===== config.mk =====
export PLATFORM = sky130hd
export DESIGN_NAME = alureg_seq
export DESIGN_NICKNAME = d
export VERILOG_FILES = /design/src/rtl/alureg_seq.sv
export SDC_FILE = /design/constraint.sdc
export NUM_CORES = 1
export LEC_CHECK = 0
export CAP_MARGIN = 20
export CORE_MARGIN = 4
export CORE_UTILIZATION = 65
export DETAILED_ROUTE_END_ITERATION = 12
export GPL_TIMING_DRIVEN = 1
export HOLD_SLACK_MARGIN = 0.12
export PLACE_DENSITY_LB_ADDON = 0.05
export SYNTH_ARGS = -nofsm -noshare
export SYNTH_HDL_FRONTEND = slang
export SYNTH_SLANG_ARGS = --single-unit

===== constraint.sdc =====
create_clock -name clk -period 6.7 [get_ports clk]
set_input_delay 1.34 -clock clk [delete_from_list [all_inputs] [get_ports clk]]
set_output_delay 1.34 -clock clk [all_outputs]
set_load 0.03 [all_outputs]

===== src/rtl/alureg_seq.sv =====
// alureg_seq: three-state sequenced ALU with a small register file, 8080-style flag word and debug read port
module alureg_seq #(
    parameter int DATASIZE = 8,
    parameter int REGADDR  = 3,
    parameter int FLAG_S   = 7,
    parameter int FLAG_Z   = 6,
    parameter int FLAG_A   = 4,
    parameter int FLAG_P   = 2,
    parameter int FLAG_C   = 0
) (
    input  logic                clk,
    input  logic                rst,
    input  logic                op_valid,
    output logic                op_ready,
    input  logic [3:0]          op_code,
    input  logic [REGADDR-1:0]  op_dst,
    input  logic [REGADDR-1:0]  op_src,
    input  logic [DATASIZE-1:0] op_imm,
    input  logic                op_useimm,
    output logic                res_valid,
    output logic [DATASIZE-1:0] res_data,
    output logic [7:0]          res_flags,
    input  logic [REGADDR-1:0]  dbg_addr,
    output logic [DATASIZE-1:0] dbg_data
);
    localparam int NREG = 2 ** REGADDR;
    localparam int W1   = DATASIZE + 1;
    typedef enum logic [1:0] {IDLE, EXEC, WB} state_t;
    state_t              state, state_nxt;
    logic [DATASIZE-1:0] regs [NREG];
    logic [3:0]          l_code;
    logic [REGADDR-1:0]  l_dst, l_src;
    logic [DATASIZE-1:0] l_imm;
    logic                l_useimm;
    logic                f_s, f_z, f_a, f_p, f_c;
    logic [DATASIZE-1:0] h_data;
    logic                h_wr, h_s, h_z, h_a, h_p, h_c;
    logic                accept, is_sub, is_arith, k, upd, wr;
    logic                n_s, n_z, n_a, n_p, n_c;
    logic [DATASIZE-1:0] a, b, y, r;
    logic [DATASIZE:0]   wide;
    logic [4:0]          nib;

    assign dbg_data = regs[dbg_addr];

    // handshake, next state and result strobe; only EXEC refuses a new operation
    always_comb begin
        op_ready  = (state != EXEC);
        accept    = op_valid && op_ready;
        state_nxt = (state == EXEC) ? WB : (accept ? EXEC : IDLE);
        res_valid = (state == WB);
        res_data  = res_valid ? h_data : '0;
    end

    // ALU on the latched operation; INR/DCR reuse the adder with a constant 1 operand
    always_comb begin
        a        = regs[l_dst];
        b        = l_useimm ? l_imm : regs[l_src];
        is_sub   = l_code inside {4'd2, 4'd3, 4'd7, 4'd9};
        is_arith = l_code inside {4'd0, 4'd1, 4'd2, 4'd3, 4'd7, 4'd8, 4'd9};
        y        = (l_code inside {4'd8, 4'd9}) ? DATASIZE'(1) : b;
        k        = (l_code inside {4'd1, 4'd3}) && f_c;
        wide     = is_sub ? {1'b0, a} - {1'b0, y} - W1'(k) : {1'b0, a} + {1'b0, y} + W1'(k);
        nib      = is_sub ? {1'b0, a[3:0]} - {1'b0, y[3:0]} - 5'(k) : {1'b0, a[3:0]} + {1'b0, y[3:0]} + 5'(k);
        r        = is_arith ? wide[DATASIZE-1:0] :
                   (l_code == 4'd4) ? (a & b) :
                   (l_code == 4'd5) ? (a ^ b) :
                   (l_code == 4'd6) ? (a | b) :
                   (l_code == 4'd10) ? b : a;
        upd      = (l_code <= 4'd9);
        wr       = (l_code <= 4'd10) && (l_code != 4'd7);
        n_s      = upd ? r[DATASIZE-1] : f_s;
        n_z      = upd ? (r == '0) : f_z;
        n_p      = upd ? ~^r : f_p;
        n_a      = !upd ? f_a : (is_arith ? nib[4] : (l_code == 4'd4));
        n_c      = (l_code <= 4'd7) ? (is_arith && wide[DATASIZE]) : f_c;
    end

    // flag word assembly with the fixed bits forced last so they win over any flag placement
    always_comb begin
        res_flags         = 8'h00;
        res_flags[FLAG_S] = f_s;
        res_flags[FLAG_Z] = f_z;
        res_flags[FLAG_A] = f_a;
        res_flags[FLAG_P] = f_p;
        res_flags[FLAG_C] = f_c;
        res_flags[1]      = 1'b1;
        res_flags[3]      = 1'b0;
        res_flags[5]      = 1'b0;
    end

    // state, operation latch, EXEC holding registers and WB commit of register and flags
    always_ff @(posedge clk or negedge rst) begin
        if (!rst) begin
            state    <= IDLE;
            l_code   <= '0;
            l_dst    <= '0;
            l_src    <= '0;
            l_imm    <= '0;
            l_useimm <= 1'b0;
            h_data   <= '0;
            {h_wr, h_s, h_z, h_a, h_p, h_c} <= '0;
            {f_s, f_z, f_a, f_p, f_c} <= '0;
            for (int i = 0; i < NREG; i++) regs[i] <= '0;
        end else begin
            state <= state_nxt;
            if (accept) begin
                l_code   <= op_code;
                l_dst    <= op_dst;
                l_src    <= op_src;
                l_imm    <= op_imm;
                l_useimm <= op_useimm;
            end
            if (state == EXEC) begin
                h_data <= r;
                {h_wr, h_s, h_z, h_a, h_p, h_c} <= {wr, n_s, n_z, n_a, n_p, n_c};
            end
            if (state == WB) begin
                if (h_wr) regs[l_dst] <= h_data;
                {f_s, f_z, f_a, f_p, f_c} <= {h_s, h_z, h_a, h_p, h_c};
            end
        end
    end
endmodule

### Word-level counts from Yosys, hierarchy flattened

Index checks and enable logic that the tools add are counted.
Widths: inputs -> output; s select.

| operators by class | value |
|---|---|
| multiplexer cells | 30 |
| reduce and logical (&&, ||, !) cells | 13 |
| equality and inequality tests | 14 |
| $lt $le $gt $ge | 7 |
| $add $sub $neg | 8 |
| bitwise logic cells | 6 |

Operator list:

| cell | count |
|---|---|
| $mux 8 | 15 |
| $bmux 8 s3 | 3 |
| $bwmux 64 | 1 |
| $demux 8 s3 | 1 |
| $eq 4x3->1 const B | 4 |
| $eq 4x4->1 const B | 3 |
| $ge 4x4->1 const B | 3 |
| $not 3->4 | 3 |
| $add 8x8->9 | 1 |
| $add 9x1->9 | 1 |
| $mux 9 | 1 |
| $sub 8x8->9 | 1 |
| $sub 9x1->9 | 1 |
| $and 8x8->8 | 1 |
| $eq 4x2->1 const B | 2 |
| $le 4x4->1 const B | 2 |
| $logic_not 8->1 | 1 |
| $or 8x8->8 | 1 |
| $reduce_xnor 8->1 | 1 |
| $xor 8x8->8 | 1 |
| $mux 1 | 7 |
| $reduce_bool 7->1 | 1 |
| $add 4x4->5 | 1 |
| $add 5x1->5 | 1 |
| other kinds (16) | 21 |

| storage, ports and cells | value |
|---|---|
| input bits | 25 |
| logic and storage cells | 104 |
| output and inout bits | 26 |
| register bits after elaboration | 104 |

### Depth between registers and ports, before layout

Gate-level depths: netlist of the first run.

| logic depth | value |
|---|---|
| depth in word-level cells | 12 |
| mapped depth | 22 |

### Worst setup path before layout of the first run

Ideal clock, no wire load.

| timing path | value |
|---|---|
| path kind | register to register |
| start point | reg l_src[0] |
| end point | reg h_p |
| buffers on the path | 2 |
| period minus slack after synthesis | 4.374 ns |
| data required time | 6.564 ns |
| arrival time | 4.237 ns |
| slack | 2.326 ns |
| cell stages (with the launch flop) | 22 |
| setup time | 0.136 ns |
| path through | dfrtp_1 -> buf_6 -> buf_6 -> mux4_2 -> nor2b_1 -> a211oi_1 -> or2_1 -> nor2_1 -> ha_1 -> inv_1 -> ha_1 -> nand3_1 -> or3_1 -> and3_1 -> or3_1 -> o2bb2ai_1 -> ha_1 -> xor2_1 -> xnor2_1 -> nand2_1 -> o21ai_0 -> o21ai_0 |

| between the ends | value |
|---|---|
| longest elaborated chain between the ends | 12 |
| elaborated cells on any way between the ends | 21 |

Ends and longest elaborated chain:

| element | RTL line | RTL |
|---|---|---|
| from (decl) | 32 | `logic [REGADDR-1:0] l_dst, l_src;` |
| from (signal assigned) | 110 | `l_src <= op_src;` |
| $not 3->4 (implied by the code) * | 58 | `b = l_useimm ? l_imm : regs[l_src];` |
| $bmux 8 s3 * | 58 |  |
| $mux 8 (implied by the code) * (2 in series) | 58 |  |
| $mux 8 * | 58 |  |
| $mux 8 (tied with other cells) | 61 | `y = (l_code inside {4'd8, 4'd9}) ? DATASIZE'(1) : b;` |
| $add 8x8->9 (tied with other cells) | 63 | `wide = is_sub ? {1'b0, a} - {1'b0, y} - W1'(k) : {1'b0, a} + {1'b0, y} + W1'(k);` |
| $add 9x1->9 (tied with other cells) | 63 |  |
| $mux 9 or $mux 8 (tied branches) | 63, 66 |  |
| $mux 8 * | 65 | `r = is_arith ? wide[DATASIZE-1:0] :` |
| $reduce_xnor 8->1 * | 74 | `n_p = upd ? ~^r : f_p;` |
| $mux 1 * | 74 |  |
| to (signal assigned) | 116 | `{h_wr, h_s, h_z, h_a, h_p, h_c} <= {wr, n_s, n_z, n_a, n_p, n_c};` |
| to (decl) | 37 | `logic h_wr, h_s, h_z, h_a, h_p, h_c;` |

Mark *: on every way between the ends. The rest lies on a longest branch, timed or not. The select of a mux whose other input is x is not followed.
A chain may end at the register's enable or synchronous reset.

### Worst setup path after layout of the first run

| timing path | value |
|---|---|
| start point | reg l_code[3] |
| end point | reg h_p |

| between the ends | value |
|---|---|
| longest elaborated chain between the ends | 9 |
| elaborated cells on any way between the ends | 30 |

Ends and longest elaborated chain:

| element | RTL line | RTL |
|---|---|---|
| from (decl) | 31 | `logic [3:0] l_code;` |
| from (signal assigned) | 108 | `l_code <= op_code;` |
| $eq 4x4->1 (on tied branches) | 60, 61, 59 |  |
| $reduce_bool 2->1 | 61 |  |
| $mux 8 | 61 |  |
| $add 8x8->9 or $sub 8x8->9 (tied branches) | 63 |  |
| $add 9x1->9 or $sub 9x1->9 (tied branches) | 63 |  |
| $mux 9 | 63 |  |
| $mux 8 | 65 |  |
| $reduce_xnor 8->1 | 74 |  |
| $mux 1 * | 74 |  |

Mark *: on every way between the ends. The rest lies on a longest branch, timed or not.

==> run summary, run 1 <==
Die Ht: 116.3 um
final WL: 20,580 um
clock skew: 0.01012 ns
core area: 0.01147 mm^2
critical path class: flip-flop to flip-flop
Post-Syn Area: 0.007621 mm^2
crit path max fanout: 16
TritonRoute pass-1 iters: 5
TritonCTS buffer count: 9
post_cts resized: 0
top post-synthesis cells by area: dfrtp_1, mux2_2, mux4_2, ha_1, mux2i_1
DR vias: 5,813
Synth Flop Type: dfrtp_1
Critical Path Source Type: flip-flop
Mean Syn Cell Area: 10.95 um^2
largest area contributor in the netlist: dfrtp_1
Final Cycle Share: 77.75%
status: completed
die width: 116.3 um
CTS tree: done
postcts setup bufs: 0
area delta synth->final: 9.801%
Detailed Place HPWL: 14,950 um
post-DR wirelength/cell: 23.93 um
layout cells sized above 1: 23.01%
asr flop ratio synth: 100.0%
post-layout util: 72.97%
area share of the largest cell type after synthesis: 34.15%
hold_buf cts: 0
iteration-0 DRC count of the detailed router: 616
Crit path required time: 6.92 ns
Post-synth EDFFs: 0
Fin Setup TNS: 0 ns
fin area: 0.008368 mm^2
Post-Synthesis Cells: 696
Ports: 51
Slew headroom: 34.50%
critical path capture point type: flip-flop
Fill cells: 839
Antenna Cells: 0
GRT Total Usage: 32.03%
Via density: 6.759
Worst-path clk slew: 0.07 ns
port bufs: 47
max cap viols: 0
Leak: 3.722 nW
first-pass GRT wire length: 32,460 um
Slew @ Worst Pin: 0.9789 ns
vias in the first global route: 5,881
area of the multi-input gates: 0.004583 mm^2
grt total ovfl: 0
total clock sinks: 104
routability cong.: 0.9714
Initial Util: 66.46%
VDD IR-drop max: 0.3023 mV
clock buffer depth: 2
largest net degree at the start of global routing: 66
FMAX: 192.0 MHz
final max-slew violation count: 0
sequential fraction of the synthesis area: 34.15%
clk root buf: clkbuf_16
Final min period: 5.209 ns
CTS H-Tree Depth: 3
Worst-Skew Late Latency: 0.36 ns
worst hold slack: 0.5161 ns
cell row count: 39
initial antenna violation count: 0
unrepaired setup endpoints after global routing: false
final hold vios: 0
drt drc: 0
pwr/cell area: 436.5 mW/mm^2
Data arrival, critical path: 5.43 ns
Synth cell types: 76
Worst Hold Class: flip-flop to flip-flop
Final Setup Violations: 0
DRT antenna net count: 0
YS warnings: 0
Die Area: 0.01352 mm^2
placed cell area: 0.008069 mm^2
FF+latch count, synth: 104
nets: 780
Seq. cell area: 0.002603 mm^2
==> critical path, stage by stage (launching register included) <==
cell and delay (ns):
dfrtp_1 0.32, buf_4 0.23, nor2b_1 0.45, nor2b_1 0.65, or2_1 0.25, inv_2 0.05, fa_1 0.43, nand2b_1 0.20
a2111oi_1 0.69, nor3_1 0.19, o2111a_1 0.30, nor3_1 0.30, and2_1 0.19, ha_1 0.23, xnor2_1 0.17, xnor2_1 0.14
nand2_1 0.06, o21ai_0 0.10, o21ai_0 0.11
==> cell usage after synthesis (all sizes together) (11+ instances only) <==
| cell type | number |
|---|---|
| a21oi | 25 |
| clkbuf | 21 |
| inv | 39 |
| buf | 34 |
| mux2i | 23 |
| nand2 | 42 |
| ha | 39 |
| o21ai | 34 |
| nor2 | 36 |
| mux2 | 100 |
| and2 | 13 |
| dfrtp | 104 |
| nand2b | 11 |
| mux4 | 39 |
==> worst paths after layout <==
check / slack, ns / startpoint / cells after the start / end
worst min register to register: 0.52 / l_imm[7]$_DFFE_PN0P_ / 1 / l_imm[7]$_DFFE_PN0P_
min in group asynchronous: 0.94 / rst / 1 / f_z$_DFFE_PN0P_
worst min-delay path: 0.52 / l_imm[7]$_DFFE_PN0P_ / 1 / l_imm[7]$_DFFE_PN0P_
worst max register to register: 1.49 / l_code[3]$_DFFE_PN0P_ / 18 / h_p$_DFFE_PN0P_
worst max-delay path: 1.49 / l_code[3]$_DFFE_PN0P_ / 18 / h_p$_DFFE_PN0P_
max in group asynchronous: 4.51 / rst / 2 / l_imm[5]$_DFFE_PN0P_
==> area by class of cell <==
cell class / instances / share of cell area [%]
tap: 143 / 2.138
clock buffer: 10 / 2.736
clock inverter: 6 / 0.7476
timing repair buffer: 59 / 6.669
multi-input combinational: 497 / 54.77
sequential: 104 / 31.10
inverter: 41 / 1.839
==> cells in the final DEF (no fill, tap or decap), types with 6 or more instances in the layout <==
cell type / n
a31oi_1: 6
a21oi_1: 25
o21ai_1: 8
o21a_1: 6
o21ai_0: 25
dfrtp_1: 104
nand2_1: 42
buf_4: 13
ha_1: 39
nand3b_1: 6
xnor2_1: 7
and2_1: 13
nor3_1: 8
clkdlybuf4s50_1: 46
nor2b_1: 9
mux2_2: 85
mux4_2: 36
or3_1: 6
nand3_1: 6
o211ai_1: 6
nand2b_1: 11
inv_1: 35
mux2_1: 14
nor2_1: 36
mux2i_1: 20
clkbuf_16: 9
==> metal layers <==
metal	track usage, %	vias to the layer above	wire length, um	share of wire, %
li1	-	2574	-	-
met1	41.59	2905	8259	40
met2	52.33	270	10120	49
met3	5.751	64	1323	6.4
met4	15.31	0	876	4.3
met5	0	-	0	0
==> cell families (layout without fill, tap and decap cells) <==
group	Yosys count	count (layout)	share of synthesized area, %
xor+xnor	9	9	1.034
compound gates	123	123	11.20
flops	104	104	34.15
mux	162	162	29.90
fa+ha+maj	43	43	7.454
other cells	2	3	0.09854
simple gates	157	157	10.41
buf+inv	96	116	5.763
==> where the power goes <==
part	internal, mW	switching (mW)	leakage, nW
Sequential	0.845	0.307	1.34
Combinational	0.956	1.03	2.24
Clock	0.262	0.257	0.142
==> registers in the layout (all words and copies together), names as in the netlist, 2 cells and up <==
register	cells
regs	64
h_data	8
l_imm	8
l_code	4
l_dst	3
l_src	3
state	2
==> metrics by stage <==
step                worst slack [ns]  instances  total power, mW
floorplan                      2.326        697            2.576
global placement               1.705        843            3.033
detailed placement             1.565        843            3.093
CTS                            1.545        859            3.627
global route                   1.169        860            3.908
finish                         1.491        860            3.653
(Power assumes the default switching activity.)
==> inputs of run 2 (changes only) <==
--- a/config.mk
+++ b/config.mk
@@ -7,7 +7,7 @@
 export LEC_CHECK = 0
 export CAP_MARGIN = 20
 export CORE_MARGIN = 4
-export CORE_UTILIZATION = 65
+export CORE_UTILIZATION = 60
 export DETAILED_ROUTE_END_ITERATION = 12
 export GPL_TIMING_DRIVEN = 1
 export HOLD_SLACK_MARGIN = 0.12
==> constraint.sdc (replaced) <==
create_clock -name clk -period 5.1 [get_ports clk]
set_input_delay 1.02 -clock clk [delete_from_list [all_inputs] [get_ports clk]]
set_output_delay 1.02 -clock clk [all_outputs]
set_load 0.03 [all_outputs]
==> run 2 against run 1 <==
- count of clock-buffer cells in the layout unchanged
- final cell count increased by 4.2%
- sequential cell count unchanged
- total power increased by 34%
- register-to-register slack got worse by 1.1 ns
- global-route usage decreased by 0.85 points
- first-iteration DRC count decreased by 5.8%
- clock skew decreased by 0.0030 ns
- sequential power increased by 30%
- via count about the same
- combinational power increased by 35%
- critical path type unchanged
==> run summary, run 2 (synthesis results as in run 1) <==
status: completed (unchanged)
largest net degree at the start of global routing: 77 (was 66)
total clock sinks: 104 (unchanged)
clk root buf: clkbuf_16 (unchanged)
Critical Path Most Common Cell: ha_1
VDD IR-drop max: 0.3198 mV (was 0.3023 mV)
post-layout util: 69.81% (was 72.97%)
Ports: 51 (unchanged)
Worst-Skew Late Latency: 0.36 ns (about the same)
Slew @ Worst Pin: 1.151 ns (was 0.9789 ns)
clock skew: 0.007157 ns (was 0.01012 ns)
postcts setup bufs: 0 (unchanged)
Comb pwr share: 54.7% (was 54.2%)
routability cong.: 0.9608 (was 0.9714)
Final Cycle Share: 92.58% (was 77.75%)
Fill cells: 954 (was 839)
DRT antenna net count: 0 (unchanged)
Worst R2R Start: l_src[0]$_DFFE_PN0P_ (was l_code[3]$_DFFE_PN0P_)
area delta synth->final: 11.85% (was 9.801%)
Slowest-stage cell, CP: mux4_2 (was a2111oi_1)
Worst path max stage delay: 0.50 ns (was 0.69 ns)
Antenna Cells: 0 (unchanged)
Worst-path clk slew: 0.07 ns (about the same)
Crit. Startpoint: l_src[0]$_DFFE_PN0P_ (was l_code[3]$_DFFE_PN0P_)
cell row count: 40 (was 39)
Via density: 6.491 (was 6.759)
Critical Path Source Type: flip-flop (unchanged)
P_int: 2.803 mW (was 2.064 mW)
Initial Util: 62.41% (was 66.46%)
final hold vios: 0 (unchanged)
Detailed Place HPWL: 15,630 um (was 14,950 um)
clock buffer depth: 2 (unchanged)
Largest regs: regs: 64 flops, h_data: 8 flops, l_imm: 8 flops (unchanged)
grt total ovfl: 0 (unchanged)
Critical Path, Cell by Cell: mux4_2, nor2b_1, a211oi_1, or2_1, nor2_1, ha_1, inv_1, ha_1, nand3_1, or3_1, and3_1, or3_1, o2bb2ai_1, ha_1, xor2_1, xnor2_1, nand2_1, o21ai_0, o21ai_0 (was buf_4, nor2b_1, nor2b_1, or2_1, inv_2, fa_1, nand2b_1, a2111oi_1, nor3_1, o2111a_1, nor3_1, and2_1, ha_1, xnor2_1, xnor2_1, nand2_1, o21ai_0, o21ai_0)
Biggest register: regs (unchanged)
CTS tree: done (unchanged)
CTS H-Tree Depth: 3 (unchanged)
Seq. cell area: 0.002604 mm^2 (was 0.002603 mm^2)
drt drc: 0 (unchanged)
FMAX: 211.8 MHz (was 192.0 MHz)
Crit path required time: 5.34 ns (was 6.92 ns)
GRT Total Usage: 31.17% (was 32.03%)
fin area: 0.008524 mm^2 (was 0.008368 mm^2)
min-delay src: h_z$_DFFE_PN0P_ (was l_imm[7]$_DFFE_PN0P_)
critical path class: flip-flop to flip-flop (unchanged)
max FFs per register: 64 (unchanged)
switching part of the total: 42.90% (was 43.50%)
DR vias: 5,816 (was 5,813)
share of power burned in registers: 30.3% (was 31.5%)
Data arrival, critical path: 4.96 ns (was 5.43 ns)
nets: 791 (was 780)
core area: 0.01221 mm^2 (was 0.01147 mm^2)
vias in the first global route: 5,980 (was 5,881)
sw power: 2.106 mW (was 1.589 mW)
final max-slew violation count: 0 (unchanged)
first-pass GRT wire length: 34,220 um (was 32,460 um)
initial antenna violation count: 0 (unchanged)
post-DR wirelength/cell: 23.91 um (was 23.93 um)
Die Area: 0.01457 mm^2 (was 0.01352 mm^2)
pwr/cell area: 575.8 mW/mm^2 (was 436.5 mW/mm^2)
crit path max fanout: 6 (was 16)
Final min period: 4.722 ns (was 5.209 ns)
area of the multi-input gates: 0.004588 mm^2 (was 0.004583 mm^2)
Leak: 3.784 nW (was 3.722 nW)
Die Ht: 120.7 um (was 116.3 um)
Slew headroom: 23.00% (was 34.50%)
reg-to-reg setup timing slack: 0.38 ns (was 1.49 ns)
max cap viols: 0 (unchanged)
most frequent cells in the layout: dfrtp_1, mux2_2, clkdlybuf4s50_1, nand2_1, ha_1 (unchanged)
Fin Setup TNS: 0 ns (unchanged)
port bufs: 47 (unchanged)
Clock Power Share: 15.1% (was 14.2%)
critical path capture point type: flip-flop (unchanged)
commonest non-fill, non-tap cell in the layout: dfrtp_1 (unchanged)
layout cells sized above 1: 24.59% (was 23.01%)
Final Setup Violations: 0 (unchanged)
iteration-0 DRC count of the detailed router: 580 (was 616)
die width: 120.7 um (was 116.3 um)
unrepaired setup endpoints after global routing: false (unchanged)
TritonRoute pass-1 iters: 6 (was 5)
Worst Hold Class: flip-flop to flip-flop (unchanged)
placed cell area: 0.008195 mm^2 (was 0.008069 mm^2)
final WL: 21,420 um (was 20,580 um)
TritonCTS buffer count: 9 (unchanged)
-- run 2: changes by cell type in the layout (fill, tap and decap cells not counted), sizes merged --
cell	before	now
buf	13	24
clkinvlp	0	2
inv	42	41
bufinv	0	1
clkinv	5	3
-- run 2: cell type report --
cell class | count | share of cell area [%]
multi-input cells | 497 | 53.82
flip-flops and latches | 104 | 30.54
repair buffers | 70 | 7.662
clock buffers | 10 | 2.803
well taps | 168 | 2.466
inverters | 41 | 1.805
clock inverters | 6 | 0.8953
-- run 2: worst paths after layout --
path                                    endpoint  cells after the start
min in group asynchronous  h_data[1]$_DFFE_PN0P_                      1
max in group asynchronous   l_src[0]$_DFFE_PN0P_                      2
hold reg to reg                  h_z$_DFFE_PN0P_                      2
setup reg to reg                 h_p$_DFFE_PN0P_                     19
hold / removal                   h_z$_DFFE_PN0P_                      2
setup / recovery                 h_p$_DFFE_PN0P_                     19
-- run 2: worst max-delay path, delay by kind of cell, from the launching register on --
family                     cells  cell delay, ns
xor gates and xnor gates       2            0.32
adders and majority gates      3            1.06
buffers and inverters          1            0.08
muxes                          1            0.50
DFF                            1            0.44
and+or+nand+nor                8            1.42
AOI/OAI and AO/OA              4            0.76
-- run 2: power by group through the flow --
| stage | combinational, mW | clock (mW) | sequential [mW] |
|---|---|---|---|
| floorplan | 2.10 | 0 | 1.28 |
| CTS | 2.66 | 0.744 | 1.47 |
| finish | 2.68 | 0.740 | 1.49 |
| detailed placement | 2.64 | 0 | 1.49 |
| global placement | 2.60 | 0 | 1.45 |
| global route | 2.93 | 0.797 | 1.52 |
-- run 2: repair_timing --
item	in CTS	in global routing
endpoints found under the hold margin	0	0
endpoints found under the setup margin	0	1
gates resized for setup	0	2
hold buffers	0	0
-- run 2: metal layers --
layer / vias up / share of wire [%] / GRT usage, %
met2: 219 / 50 / 52.04
met4: 0 / 3.2 / 11.05
met5: - / 0 / 0
met1: 2940 / 41 / 40.75
li1: 2602 / - / -
met3: 55 / 5.8 / 6.034
-- run 2: metrics by stage --
stage          hold slack (ns)  instances  setup WS (ns)  power (mW)
6_report                0.4831        896         0.3784       4.909
5_1_grt                 0.5124        896        0.05963       5.254
4_1_cts                 0.4843        895         0.2920       4.877
3_5_place_dp            0.4677        879         0.3175       4.126
3_3_place_gp            0.4587        879         0.3894       4.054
2_1_floorplan           0.4444        697         0.7264       3.385
==> inputs of run 3 (changes only) <==
--- a/config.mk
+++ b/config.mk
@@ -12,6 +12,7 @@
 export GPL_TIMING_DRIVEN = 1
 export HOLD_SLACK_MARGIN = 0.12
 export PLACE_DENSITY_LB_ADDON = 0.05
+export SKIP_CTS_REPAIR_TIMING = 1
 export SYNTH_ARGS = -nofsm -noshare
 export SYNTH_HDL_FRONTEND = slang
 export SYNTH_SLANG_ARGS = --single-unit
==> results of run 3 <==
No change in the layout: final DEF, timing and power equal those of run 2.
